`src/rtl/threshold_trigger_framer_pkg.sv`:
```
// Shared definitions for the threshold trigger framer: word tags, field
// positions, FSM encodings and word-building helpers.
package krd_trig_pkg;

    localparam int TS_WIDTH    = 30;
    localparam int COUNT_WIDTH = 16;
    localparam int WORD_WIDTH  = 32;

    localparam logic [1:0] HDR = 2'b10;
    localparam logic [1:0] DAT = 2'b00;
    localparam logic [1:0] FTR = 2'b11;

    localparam int TAG_MSB       = 31;
    localparam int TAG_LSB       = 30;
    localparam int FTR_TRUNC_BIT = 29;
    localparam int DATA_WIDTH    = 16;

    typedef enum logic [1:0] {
        IDLE = 2'd0,
        BODY = 2'd1,
        SKIP = 2'd2
    } frm_state_e;

    function automatic logic [WORD_WIDTH-1:0] hdr_word(input logic [TS_WIDTH-1:0] ts);
        logic [WORD_WIDTH-1:0] w;
        w = '0;
        w[TAG_MSB:TAG_LSB] = HDR;
        w[TS_WIDTH-1:0]    = ts;
        return w;
    endfunction

    function automatic logic [WORD_WIDTH-1:0] dat_word(input logic [DATA_WIDTH-1:0] sample);
        logic [WORD_WIDTH-1:0] w;
        w = '0;
        w[TAG_MSB:TAG_LSB]  = DAT;
        w[DATA_WIDTH-1:0]   = sample;
        return w;
    endfunction

    function automatic logic [WORD_WIDTH-1:0] ftr_word(input logic trunc,
                                                       input logic [COUNT_WIDTH-1:0] cnt);
        logic [WORD_WIDTH-1:0] w;
        w = '0;
        w[TAG_MSB:TAG_LSB] = FTR;
        w[FTR_TRUNC_BIT]   = trunc;
        w[COUNT_WIDTH-1:0] = cnt;
        return w;
    endfunction

endpackage

```
`src/rtl/threshold_trigger_framer_if.sv`:
```
// ADC sample stream in, FIFO write side out. The framer is the master.
interface threshold_trigger_framer_if #(
    parameter int SAMPLE_WIDTH = 16
);
    logic [SAMPLE_WIDTH-1:0] ADC_DATA;
    logic                    ADC_VALID;
    logic [31:0]             FIFO_DIN;
    logic                    FIFO_WE;
    logic                    FIFO_ALMOST_FULL;
    logic                    FIFO_FULL;

    modport master (
        input  ADC_DATA,
        input  ADC_VALID,
        input  FIFO_ALMOST_FULL,
        input  FIFO_FULL,
        output FIFO_DIN,
        output FIFO_WE
    );

    modport slave (
        output ADC_DATA,
        output ADC_VALID,
        output FIFO_ALMOST_FULL,
        output FIFO_FULL,
        input  FIFO_DIN,
        input  FIFO_WE
    );
endinterface

```
`src/rtl/threshold_trigger_framer_pretrigger_delay_line.sv`:
```
// Shift register holding the pre-trigger history; advances only on shift_en
// and clears synchronously.
module pretrigger_delay_line #(
    parameter int DEPTH = 5,
    parameter int WIDTH = 17
) (
    input  logic             CLK,
    input  logic             clr,
    input  logic             shift_en,
    input  logic [WIDTH-1:0] din,
    output logic [WIDTH-1:0] dout
);

    logic [WIDTH-1:0] stage [DEPTH];

    always_ff @(posedge CLK) begin
        if (clr) begin
            for (int i = 0; i < DEPTH; i++) begin
                stage[i] <= '0;
            end
        end else if (shift_en) begin
            stage[0] <= din;
            for (int i = 1; i < DEPTH; i++) begin
                stage[i] <= stage[i-1];
            end
        end
    end

    assign dout = stage[DEPTH-1];

endmodule

```
`src/rtl/threshold_trigger_framer.sv`:
```
// Frames above-threshold regions of an ADC stream (header, pre, hit, post,
// footer) into the threshold FIFO, dropping whole frames under backpressure.
//
// state | meaning
// IDLE  | waiting for a trigger on the input side
// BODY  | emitting delayed samples of the current frame into the FIFO
// SKIP  | discarding the rest of a dropped or truncated frame until its end tag
module threshold_trigger_framer
    import krd_trig_pkg::*;
#(
    parameter int SAMPLE_WIDTH = 16,
    parameter int PRE_SAMPLES  = 4,
    parameter int POST_SAMPLES = 4,
    parameter int MAX_SAMPLES  = 256
) (
    input  logic                          CLK,
    input  logic                          RESETN,
    threshold_trigger_framer_if.master    bus,
    input  logic [SAMPLE_WIDTH-1:0]       THRESHOLD,
    output logic [COUNT_WIDTH-1:0]        LOST_COUNT,
    output logic                          OVERFLOW,
    output logic                          BUSY
);

    localparam int DL_DEPTH = PRE_SAMPLES + 1;
    localparam int DL_WIDTH = SAMPLE_WIDTH + 1;
    localparam logic [COUNT_WIDTH-1:0] POST_RELOAD = COUNT_WIDTH'(POST_SAMPLES);
    localparam logic [COUNT_WIDTH-1:0] MAX_COUNT   = COUNT_WIDTH'(MAX_SAMPLES);
    localparam logic [COUNT_WIDTH-1:0] LOST_SAT    = '1;

    logic [SAMPLE_WIDTH-1:0] sample;
    logic                    valid;
    logic                    hit;
    logic                    w;
    logic                    trigger;
    logic                    end_tag;
    logic [COUNT_WIDTH-1:0]  post_cnt;
    logic                    in_frame_in;
    logic [TS_WIDTH-1:0]     ts;

    logic [DL_WIDTH-1:0]     dl_din;
    logic [DL_WIDTH-1:0]     dl_dout;
    logic                    dly_end;
    logic [SAMPLE_WIDTH-1:0] dly_sample;

    frm_state_e              state_q;
    frm_state_e              state_d;
    logic [COUNT_WIDTH-1:0]  count_q;
    logic [COUNT_WIDTH-1:0]  count_d;
    logic                    wr_d;
    logic [WORD_WIDTH-1:0]   word_d;
    logic                    lost_inc;

    assign sample = bus.ADC_DATA;
    assign valid  = bus.ADC_VALID;

    // Input side: w covers the hit itself plus the post-trigger tail.
    assign hit     = sample > THRESHOLD;
    assign w       = hit || (post_cnt != '0);
    assign trigger = w && (state_q == IDLE) && !in_frame_in;
    assign end_tag = in_frame_in && !w;

    always_ff @(posedge CLK) begin
        if (!RESETN) begin
            post_cnt    <= '0;
            in_frame_in <= 1'b0;
        end else if (valid) begin
            if (hit) begin
                post_cnt <= POST_RELOAD;
            end else if (post_cnt != '0) begin
                post_cnt <= post_cnt - 1'b1;
            end
            if (trigger) begin
                in_frame_in <= 1'b1;
            end else if (end_tag) begin
                in_frame_in <= 1'b0;
            end
        end
    end

    always_ff @(posedge CLK) begin
        if (!RESETN) begin
            ts <= '0;
        end else begin
            ts <= ts + 1'b1;
        end
    end

    assign dl_din = {end_tag, sample};

    pretrigger_delay_line #(
        .DEPTH (DL_DEPTH),
        .WIDTH (DL_WIDTH)
    ) u_delay (
        .CLK      (CLK),
        .clr      (!RESETN),
        .shift_en (valid),
        .din      (dl_din),
        .dout     (dl_dout)
    );

    assign dly_end    = dl_dout[DL_WIDTH-1];
    assign dly_sample = dl_dout[SAMPLE_WIDTH-1:0];

    always_ff @(posedge CLK) begin
        if (!RESETN) begin
            state_q <= IDLE;
            count_q <= '0;
        end else begin
            state_q <= state_d;
            count_q <= count_d;
        end
    end

    // The header takes the slot of the delayed sample leaving the line on the
    // trigger cycle, so the frame starts exactly PRE_SAMPLES samples early.
    always_comb begin
        state_d  = state_q;
        count_d  = count_q;
        wr_d     = 1'b0;
        word_d   = '0;
        lost_inc = 1'b0;
        if (valid) begin
            case (state_q)
                IDLE: begin
                    if (trigger) begin
                        if (!bus.FIFO_ALMOST_FULL) begin
                            wr_d    = 1'b1;
                            word_d  = hdr_word(ts);
                            count_d = '0;
                            state_d = BODY;
                        end else begin
                            lost_inc = 1'b1;
                            state_d  = SKIP;
                        end
                    end
                end
                BODY: begin
                    if (dly_end) begin
                        wr_d    = 1'b1;
                        word_d  = ftr_word(1'b0, count_q);
                        state_d = IDLE;
                    end else if (count_q == MAX_COUNT) begin
                        wr_d    = 1'b1;
                        word_d  = ftr_word(1'b1, count_q);
                        state_d = SKIP;
                    end else begin
                        wr_d    = 1'b1;
                        word_d  = dat_word(DATA_WIDTH'(dly_sample));
                        count_d = count_q + 1'b1;
                    end
                end
                SKIP: begin
                    if (dly_end) begin
                        state_d = IDLE;
                    end
                end
                default: begin
                    state_d = IDLE;
                end
            endcase
        end
    end

    // A mid-frame reset leaves the FIFO with a footer-less frame; the FIFO
    // is reset by the same RESETN so nothing downstream sees it.
    always_ff @(posedge CLK) begin
        if (!RESETN) begin
            bus.FIFO_WE  <= 1'b0;
            bus.FIFO_DIN <= '0;
            LOST_COUNT   <= '0;
            OVERFLOW     <= 1'b0;
        end else begin
            bus.FIFO_WE  <= wr_d;
            bus.FIFO_DIN <= word_d;
            if (lost_inc && (LOST_COUNT != LOST_SAT)) begin
                LOST_COUNT <= LOST_COUNT + 1'b1;
            end
            if (bus.FIFO_WE && bus.FIFO_FULL) begin
                OVERFLOW <= 1'b1;
            end
        end
    end

    assign BUSY = (state_q != IDLE);

endmodule

```
`src/flat_wrapper.sv`:
```
// flat-port wrapper written by rule: the top's interface ports become plain ports
module threshold_trigger_framer_flat import krd_trig_pkg::*;
#(
    parameter int SAMPLE_WIDTH = 16,
    parameter int PRE_SAMPLES  = 4,
    parameter int POST_SAMPLES = 4,
    parameter int MAX_SAMPLES  = 256
)
  (CLK, RESETN, THRESHOLD, LOST_COUNT, OVERFLOW, BUSY, bus_ADC_DATA, bus_ADC_VALID, bus_FIFO_ALMOST_FULL, bus_FIFO_FULL, bus_FIFO_DIN, bus_FIFO_WE);
  threshold_trigger_framer_if #(.SAMPLE_WIDTH(SAMPLE_WIDTH)) bus_i ();
  input  logic CLK;
  input  logic RESETN;
  input  logic [SAMPLE_WIDTH-1:0] THRESHOLD;
  output logic [COUNT_WIDTH-1:0] LOST_COUNT;
  output logic OVERFLOW;
  output logic BUSY;
  input wire logic [$bits(bus_i.ADC_DATA)-1:0] bus_ADC_DATA;
  input wire logic [$bits(bus_i.ADC_VALID)-1:0] bus_ADC_VALID;
  input wire logic [$bits(bus_i.FIFO_ALMOST_FULL)-1:0] bus_FIFO_ALMOST_FULL;
  input wire logic [$bits(bus_i.FIFO_FULL)-1:0] bus_FIFO_FULL;
  output wire logic [$bits(bus_i.FIFO_DIN)-1:0] bus_FIFO_DIN;
  output wire logic [$bits(bus_i.FIFO_WE)-1:0] bus_FIFO_WE;
  assign bus_i.ADC_DATA = bus_ADC_DATA;
  assign bus_i.ADC_VALID = bus_ADC_VALID;
  assign bus_i.FIFO_ALMOST_FULL = bus_FIFO_ALMOST_FULL;
  assign bus_i.FIFO_FULL = bus_FIFO_FULL;
  assign bus_FIFO_DIN = bus_i.FIFO_DIN;
  assign bus_FIFO_WE = bus_i.FIFO_WE;
  threshold_trigger_framer #(.SAMPLE_WIDTH(SAMPLE_WIDTH), .PRE_SAMPLES(PRE_SAMPLES), .POST_SAMPLES(POST_SAMPLES), .MAX_SAMPLES(MAX_SAMPLES)) u_core (.CLK(CLK), .RESETN(RESETN), .bus(bus_i), .THRESHOLD(THRESHOLD), .LOST_COUNT(LOST_COUNT), .OVERFLOW(OVERFLOW), .BUSY(BUSY));
endmodule
```
`config.mk`:
```
export PLATFORM = sky130hd
export DESIGN_NAME = threshold_trigger_framer_flat
export DESIGN_NICKNAME = d
export VERILOG_FILES = /design/src/rtl/threshold_trigger_framer_pkg.sv /design/src/rtl/threshold_trigger_framer_if.sv /design/src/rtl/threshold_trigger_framer_pretrigger_delay_line.sv /design/src/rtl/threshold_trigger_framer.sv /design/src/flat_wrapper.sv
export SDC_FILE = /design/constraint.sdc
export NUM_CORES = 1
export LEC_CHECK = 0
export ABC_AREA = 0
export CAP_MARGIN = 20
export CORE_ASPECT_RATIO = 1.25
export CORE_MARGIN = 4
export CORE_UTILIZATION = 57
export DETAILED_ROUTE_END_ITERATION = 10
export PLACE_DENSITY_LB_ADDON = 0.05
export SLEW_MARGIN = 20
export SYNTH_ARGS = -nofsm -noshare
export SYNTH_HDL_FRONTEND = slang
export SYNTH_HIERARCHICAL = 1
export SYNTH_SLANG_ARGS = --single-unit
```
`constraint.sdc`:
```
create_clock -name CLK -period 5.9 [get_ports CLK]
set_clock_uncertainty 0.15 [all_clocks]
set_input_delay 1.18 -clock CLK [delete_from_list [all_inputs] [get_ports CLK]]
set_output_delay 1.18 -clock CLK [all_outputs]
set_load 0.005 [all_outputs]
```
* After elaboration in Yosys (flattened, before gate mapping)
Memories as Yosys holds them, arrays and structs flattened.
Cells that the tools add are included.
** Storage, ports and cells
- Bits in registers :: 115
- Memory bits (writable) :: 85
- Bits of input ports :: 37
- Output and inout bits :: 51
- Logic and storage cells :: 85
- Memories :: 1
** Operators by class
- Add/subtract/negate cells :: 4
- Magnitude comparators :: 1
- Equality and inequality tests :: 10
- Muxes and demuxes :: 36
- Bitwise operators :: 5
- Reductions and logical operators :: 19
** Memories
- u_core.u_delay.stage :: words 5, bits a word 17, read ports 5, clocked after Yosys merged registers in 0, wr ports 5, RTL line threshold_trigger_framer_pretrigger_delay_line.sv:14 : logic [WIDTH-1:0] stage [DEPTH];
** Operator list (number)
- $mux W32 :: 4
- $mux W16 :: 6
- $mux W17 :: 5
- $pmux W32 S2 :: 1
- $add A16 B1 Y16 const B :: 2
- $pmux W16 S2 :: 1
- $add A30 B1 Y30 const B :: 1
- $eq A16 B9 Y1 const B :: 1
- $gt A16 B16 Y1 :: 1
- $ne A16 B16 Y1 const B :: 1
- $reduce_bool A16 Y1 :: 1
- $sub A16 B1 Y16 const B :: 1
- $mux W1 :: 12
- $mux W2 :: 5
- $reduce_bool A2 Y1 :: 4
- $ne A2 B2 Y1 const B :: 3
- $pmux W2 S3 :: 1
- $reduce_and A2 Y1 :: 3
- $reduce_and A6 Y1 :: 1
- $logic_and A1 B1 Y1 :: 5
- $or A1 B1 Y1 :: 5
- $ne A2 B1 Y1 const B :: 2
- $reduce_and A4 Y1 :: 1
- $ne A3 B1 Y1 const B :: 1
- 6 further kinds :: 7

* Longest topological paths before layout
- Depth after elaboration :: 8
- Depth in mapped cells :: 12
- Mapped depth without buffers :: 10

* Modules after synthesis
Netlist, hierarchy kept.
** Modules (own cells, without submodules)
- threshold_trigger_framer :: instances 1, cells each 645, area each 5589.1 sq um, sequential area each 2302.2 sq um
- pretrigger_delay_line :: instances 1, cells each 189, area each 3477.1 sq um, sequential area each 2552.4 sq um

* Worst setup path before layout
Ideal clock, no wire load.
- Kind :: input port to flip-flop
- Start :: in RESETN
- End :: mem u_core.u_delay.stage[0][0], enable pin
- Library setup time :: 0.449 ns
- Data arrival time :: 3.973 ns
- Required time :: 5.301 ns
- Path slack :: 1.328 ns
- Stages on the path :: 6
- Buffers on the path :: 4
- Path through :: clkbuf_1 > clkinv_1 > clkbuf_1 > buf_6 > buf_6 > or2_1
** RTL lines
- from (decl) :: RTL line flat_wrapper.sv:12 : input logic RESETN;
- to (decl) :: RTL line threshold_trigger_framer_pretrigger_delay_line.sv:14

* Worst setup path after layout
- Start :: in THRESHOLD[15]
- End :: reg u_core.post_cnt[7]
** On the way
- Word-level cells in the longest chain between the ends :: 3
- Elaborated cells on any way between the ends :: 4
- Those cells by class :: order compare (1); mux (1); reduce/logical (2)
** RTL lines
- from (decl) :: RTL line flat_wrapper.sv:13 : input logic [SAMPLE_WIDTH-1:0] THRESHOLD;
- $gt A16 B16 Y1 (*) :: RTL line threshold_trigger_framer.sv:58 : assign hit = sample > THRESHOLD;
- $reduce_bool A2 Y1 (no source line)
- $reduce_and A2 Y1 (no source line)
- to (signal assigned) :: RTL line threshold_trigger_framer.sv:71 : post_cnt <= post_cnt - 1'b1;
- to (decl) :: RTL line threshold_trigger_framer.sv:37 : logic [COUNT_WIDTH-1:0] post_cnt;
Every way passes the cells marked *; elsewhere a longest branch is shown, timed or not.
A chain may end at the register's enable or synchronous reset.

==> metrics.md <==
| Metric | Value |
|---|---|
| Status | complete, no violations |
| Setup TNS | 0 ns |
| Worst setup SP type | input port |
| Wire per inst | 15.0 µm |
| Routed Antenna Nets | 0 |
| Ant. Diodes | 0 |
| Yosys warnings | 6 |
| Minimum clock period | 3.97 ns |
| Vias per inst | 5.54 |
| IO Port Bufs | 87 |
| Max FO, Critical Path | 25 |
| Synth async-reset ratio | 0% |
| Final setup viols | 0 |
| Vias in the first global route | 6164 |
| Num ports | 88 |
| Worst-Skew Late Latency | 0.43 ns |
| Row cnt | 51 |
| Count leader, synth | dfxtp_1 |
| Mapped Cells | 834 |
| Via Count | just over 6k |
| Core footprint | 15600 µm² |
| CP max stage cell | or4_1 |
| Period utilisation layout | 67.4% |
| DRC viols | 0 |
| CTS tree | built |
| Remaining Overflow, GRT | 0 |
| Worst EP arrival | 4.13 ns |
| FF-to-FF Start | u_core/state_q[0] |
| Sequential area share after synthesis | 53.5% |
| Leak Pwr | 4.24 nW |
| Die width | around 120 µm |
| CP bufs+invs | 3 |
| Fin. max-slew vios | 0 |
| Number of flops mapped to enable cells by yosys | 85 |
| Measured slew at the worst slew-check pin | between 0.9 and 1 ns |
| Total setup buffers inserted after CTS | 0 |
| MaxCap Viol Count | 0 |
| Pwr Density | roughly 340 nW/µm² |
| Yosys reg bits | 200 |
| R2R setup slack | 2.92 ns |
| RSZ-0062 raised after global routing | false |
| Area occupied by multi-input gates | ~3800 µm² |
| Layout cells sized above 1 | 8.23% |
| Post-synthesis net count | 892 |
| All-Layer GR Usage | between 10% and 20% |
| Cell Area, Synth | 9070 µm² |
| Routability Congestion | 0.851 |
| Maximum vdd drop | 399 µV |
| Worst hold slack | about 0.33 ns |
| Post-synth top cells | 115 x dfxtp_1, 85 x edfxtp_1, 83 x nor2_1 |
| Nets@finish | about 960 |
| Largest net degree at the start of global routing | 86 |
| Main flop type after synthesis | dfxtp_1 |
| Worst hold path class | reg -> reg |
| Total Die Area | ~18000 µm² |
| Final non-filler cell total | 1123 |
| Initial antenna violation count | 0 |
| PostCTS Resize Cnt | 0 |
| Detailed Route WL | approximately 17 mm |
| Starting Density | 58.2% |
| Post-synthesis to final-layout area growth | 15.9% |
| Rel. slew slack | 35.8% |
| Hold-fix buffers, CTS | 0 |
| Critical Path Source | THRESHOLD[15] |
| Max Freq | 252 MHz |
| Post-synth top area cell | edfxtp_1 |
| CTS Buf Count | 17 |
| Crit path required time | ~6.1 ns |
| Clock root buffer | clkbuf_16 |
| Crit path max-delay family | simple AND/OR/NAND/NOR gates |
| Clk sinks | 200 |
| Seq. cell area | 4850 µm² |
| Hold Crit Start | u_core/post_cnt[8] |
| Distinct cells, synth | 63 |
| HPWL Detailed | between 10 and 15 mm |
| Placed Cells | around 1.1k |
| Max incr delay on CP | 0.52 ns |
| Ranking of synthesized cells by area | edfxtp_1 28%, dfxtp_1 25%, and3b_1 7.7%, nor2_1 3.4%, ha_1 2.9% |
| Synthesized area per cell | 10.9 µm² |
| First-pass GRT wire length | 28.5 mm |
| DR iter-0 viols | 414 |
| CP cell instances | clkdlybuf4s50_1, inv_1, ha_1, nand4_1, nor4_1, o21ai_1, nand3_1, o211ai_2, buf_4, or4_1, xor2_1, nor2_1 |
| Filler cells | 1252 |
| Initial DRT Pass Iterations | 5 |
| Share of the synthesized area in the top cell type | between 20% and 30% |
| Crit path capture type | flip-flop |
| Worst-path clk slew | 0.07 ns |
| Setup CP Type | in -> reg |
| Htree depth | 4 |
| CTS Buffer Depth | 2 |
| Die span in y | between 100 and 150 µm |
| Hold Fails Final Rpt | 0 |
[layout by cell type, fill, tap and decap left out, types with 3 or more instances in the layout]
cell             instances
and3_1                  14
nand3_1                 28
or2_2                    4
inv_1                   27
clkinv_4                 3
nor4_1                  10
nand2_1                 59
edfxtp_1                85
nor3_1                  25
ha_1                    21
a31oi_1                 10
nand2b_1                 4
a21oi_1                 30
nor4b_1                  4
and3b_2                  5
or3_1                   12
nor4_2                   5
a21o_1                   3
a211oi_1                 3
clkdlybuf4s50_1         86
o21ai_0                 24
nor2_1                  83
buf_4                    5
xnor2_1                 26
dfxtp_1                115
nand4_1                  6
xor2_1                  20
mux2i_1                 17
and2_1                  16
o2bb2ai_1                7
o2bb2ai_2                9
clkbuf_16               19
clkinv_2                 4
and3b_1                 80
o21ai_1                  3
[layout make-up]
class | instances | area share [%]
clock buffers | 22 | 4.73
clock inverters | 9 | 0.595
inverters | 28 | 1.01
multi-input cells | 559 | 36.1
flip-flops and latches | 200 | 46.2
well taps | 212 | 2.52
repair buffers | 93 | 8.86
[sequential cells by signal (all words and copies together) (netlist names)]
signal,flops
u_core/OVERFLOW,1
u_core/ts,30
u_core/post_cnt,16
u_core/LOST_COUNT,16
u_core/bus.FIFO_WE,1
u_core/u_delay/stage,85
u_core/in_frame_in,1
u_core/bus.FIFO_DIN,32
u_core/state_q,2
u_core/count_q,16
[worst min-delay path, delay by kind of cell (launching register included)]
family | cells | cell delay [ns]
compound gates | 2 | 0.12
flops | 1 | 0.32
[final timing paths]
check / endpoint / cells past startpoint
min reg2reg: u_core/post_cnt[8] / 2
min: u_core/post_cnt[8] / 2
max reg2reg: u_core/count_q[3] / 6
max: u_core/post_cnt[7] / 12
[cells by family after synthesis]
kind of cell	synth area share [%]
muxes	1.88
buffers and inverters	4.69
and+or+nand+nor	24.8
DFF	53.5
adders and majority gates	2.90
xor gates and xnor gates	4.44
AOI/OAI and AO/OA	7.70
[power by group]
| group | internal [mW] | total [mW] | switching (mW) |
|---|---|---|---|
| Clock | 0.601 | 1.09 | 0.487 |
| Combinational | 0.348 | 0.817 | 0.469 |
| Sequential | 1.55 | 1.63 | 0.0776 |
[through the flow]
step | util [%] | cell area [µm²] | total power [mW] | worst slack, ns
final | 67.5 | 10500 | 3.53 | 1.93
after global routing | 67.5 | 10500 | 3.72 | 1.82
after CTS | 67.3 | 10500 | 3.56 | 1.97
after detailed placement | 63.7 | 9920 | 2.47 | 1.51
after global placement | 63.7 | 9920 | 2.45 | 1.62
after floorplan | - | 9070 | 2.31 | 1.33
[routing by layer]
metal	track usage, %	up-vias	part of all wire [%]
li1	-	3096	-
met4	7.65	0	2.7
met1	23.2	2967	42
met5	0	-	0
met2	34.0	138	52
met3	5.08	26	3.8
Note: power is estimated with default switching activity, not from simulation.
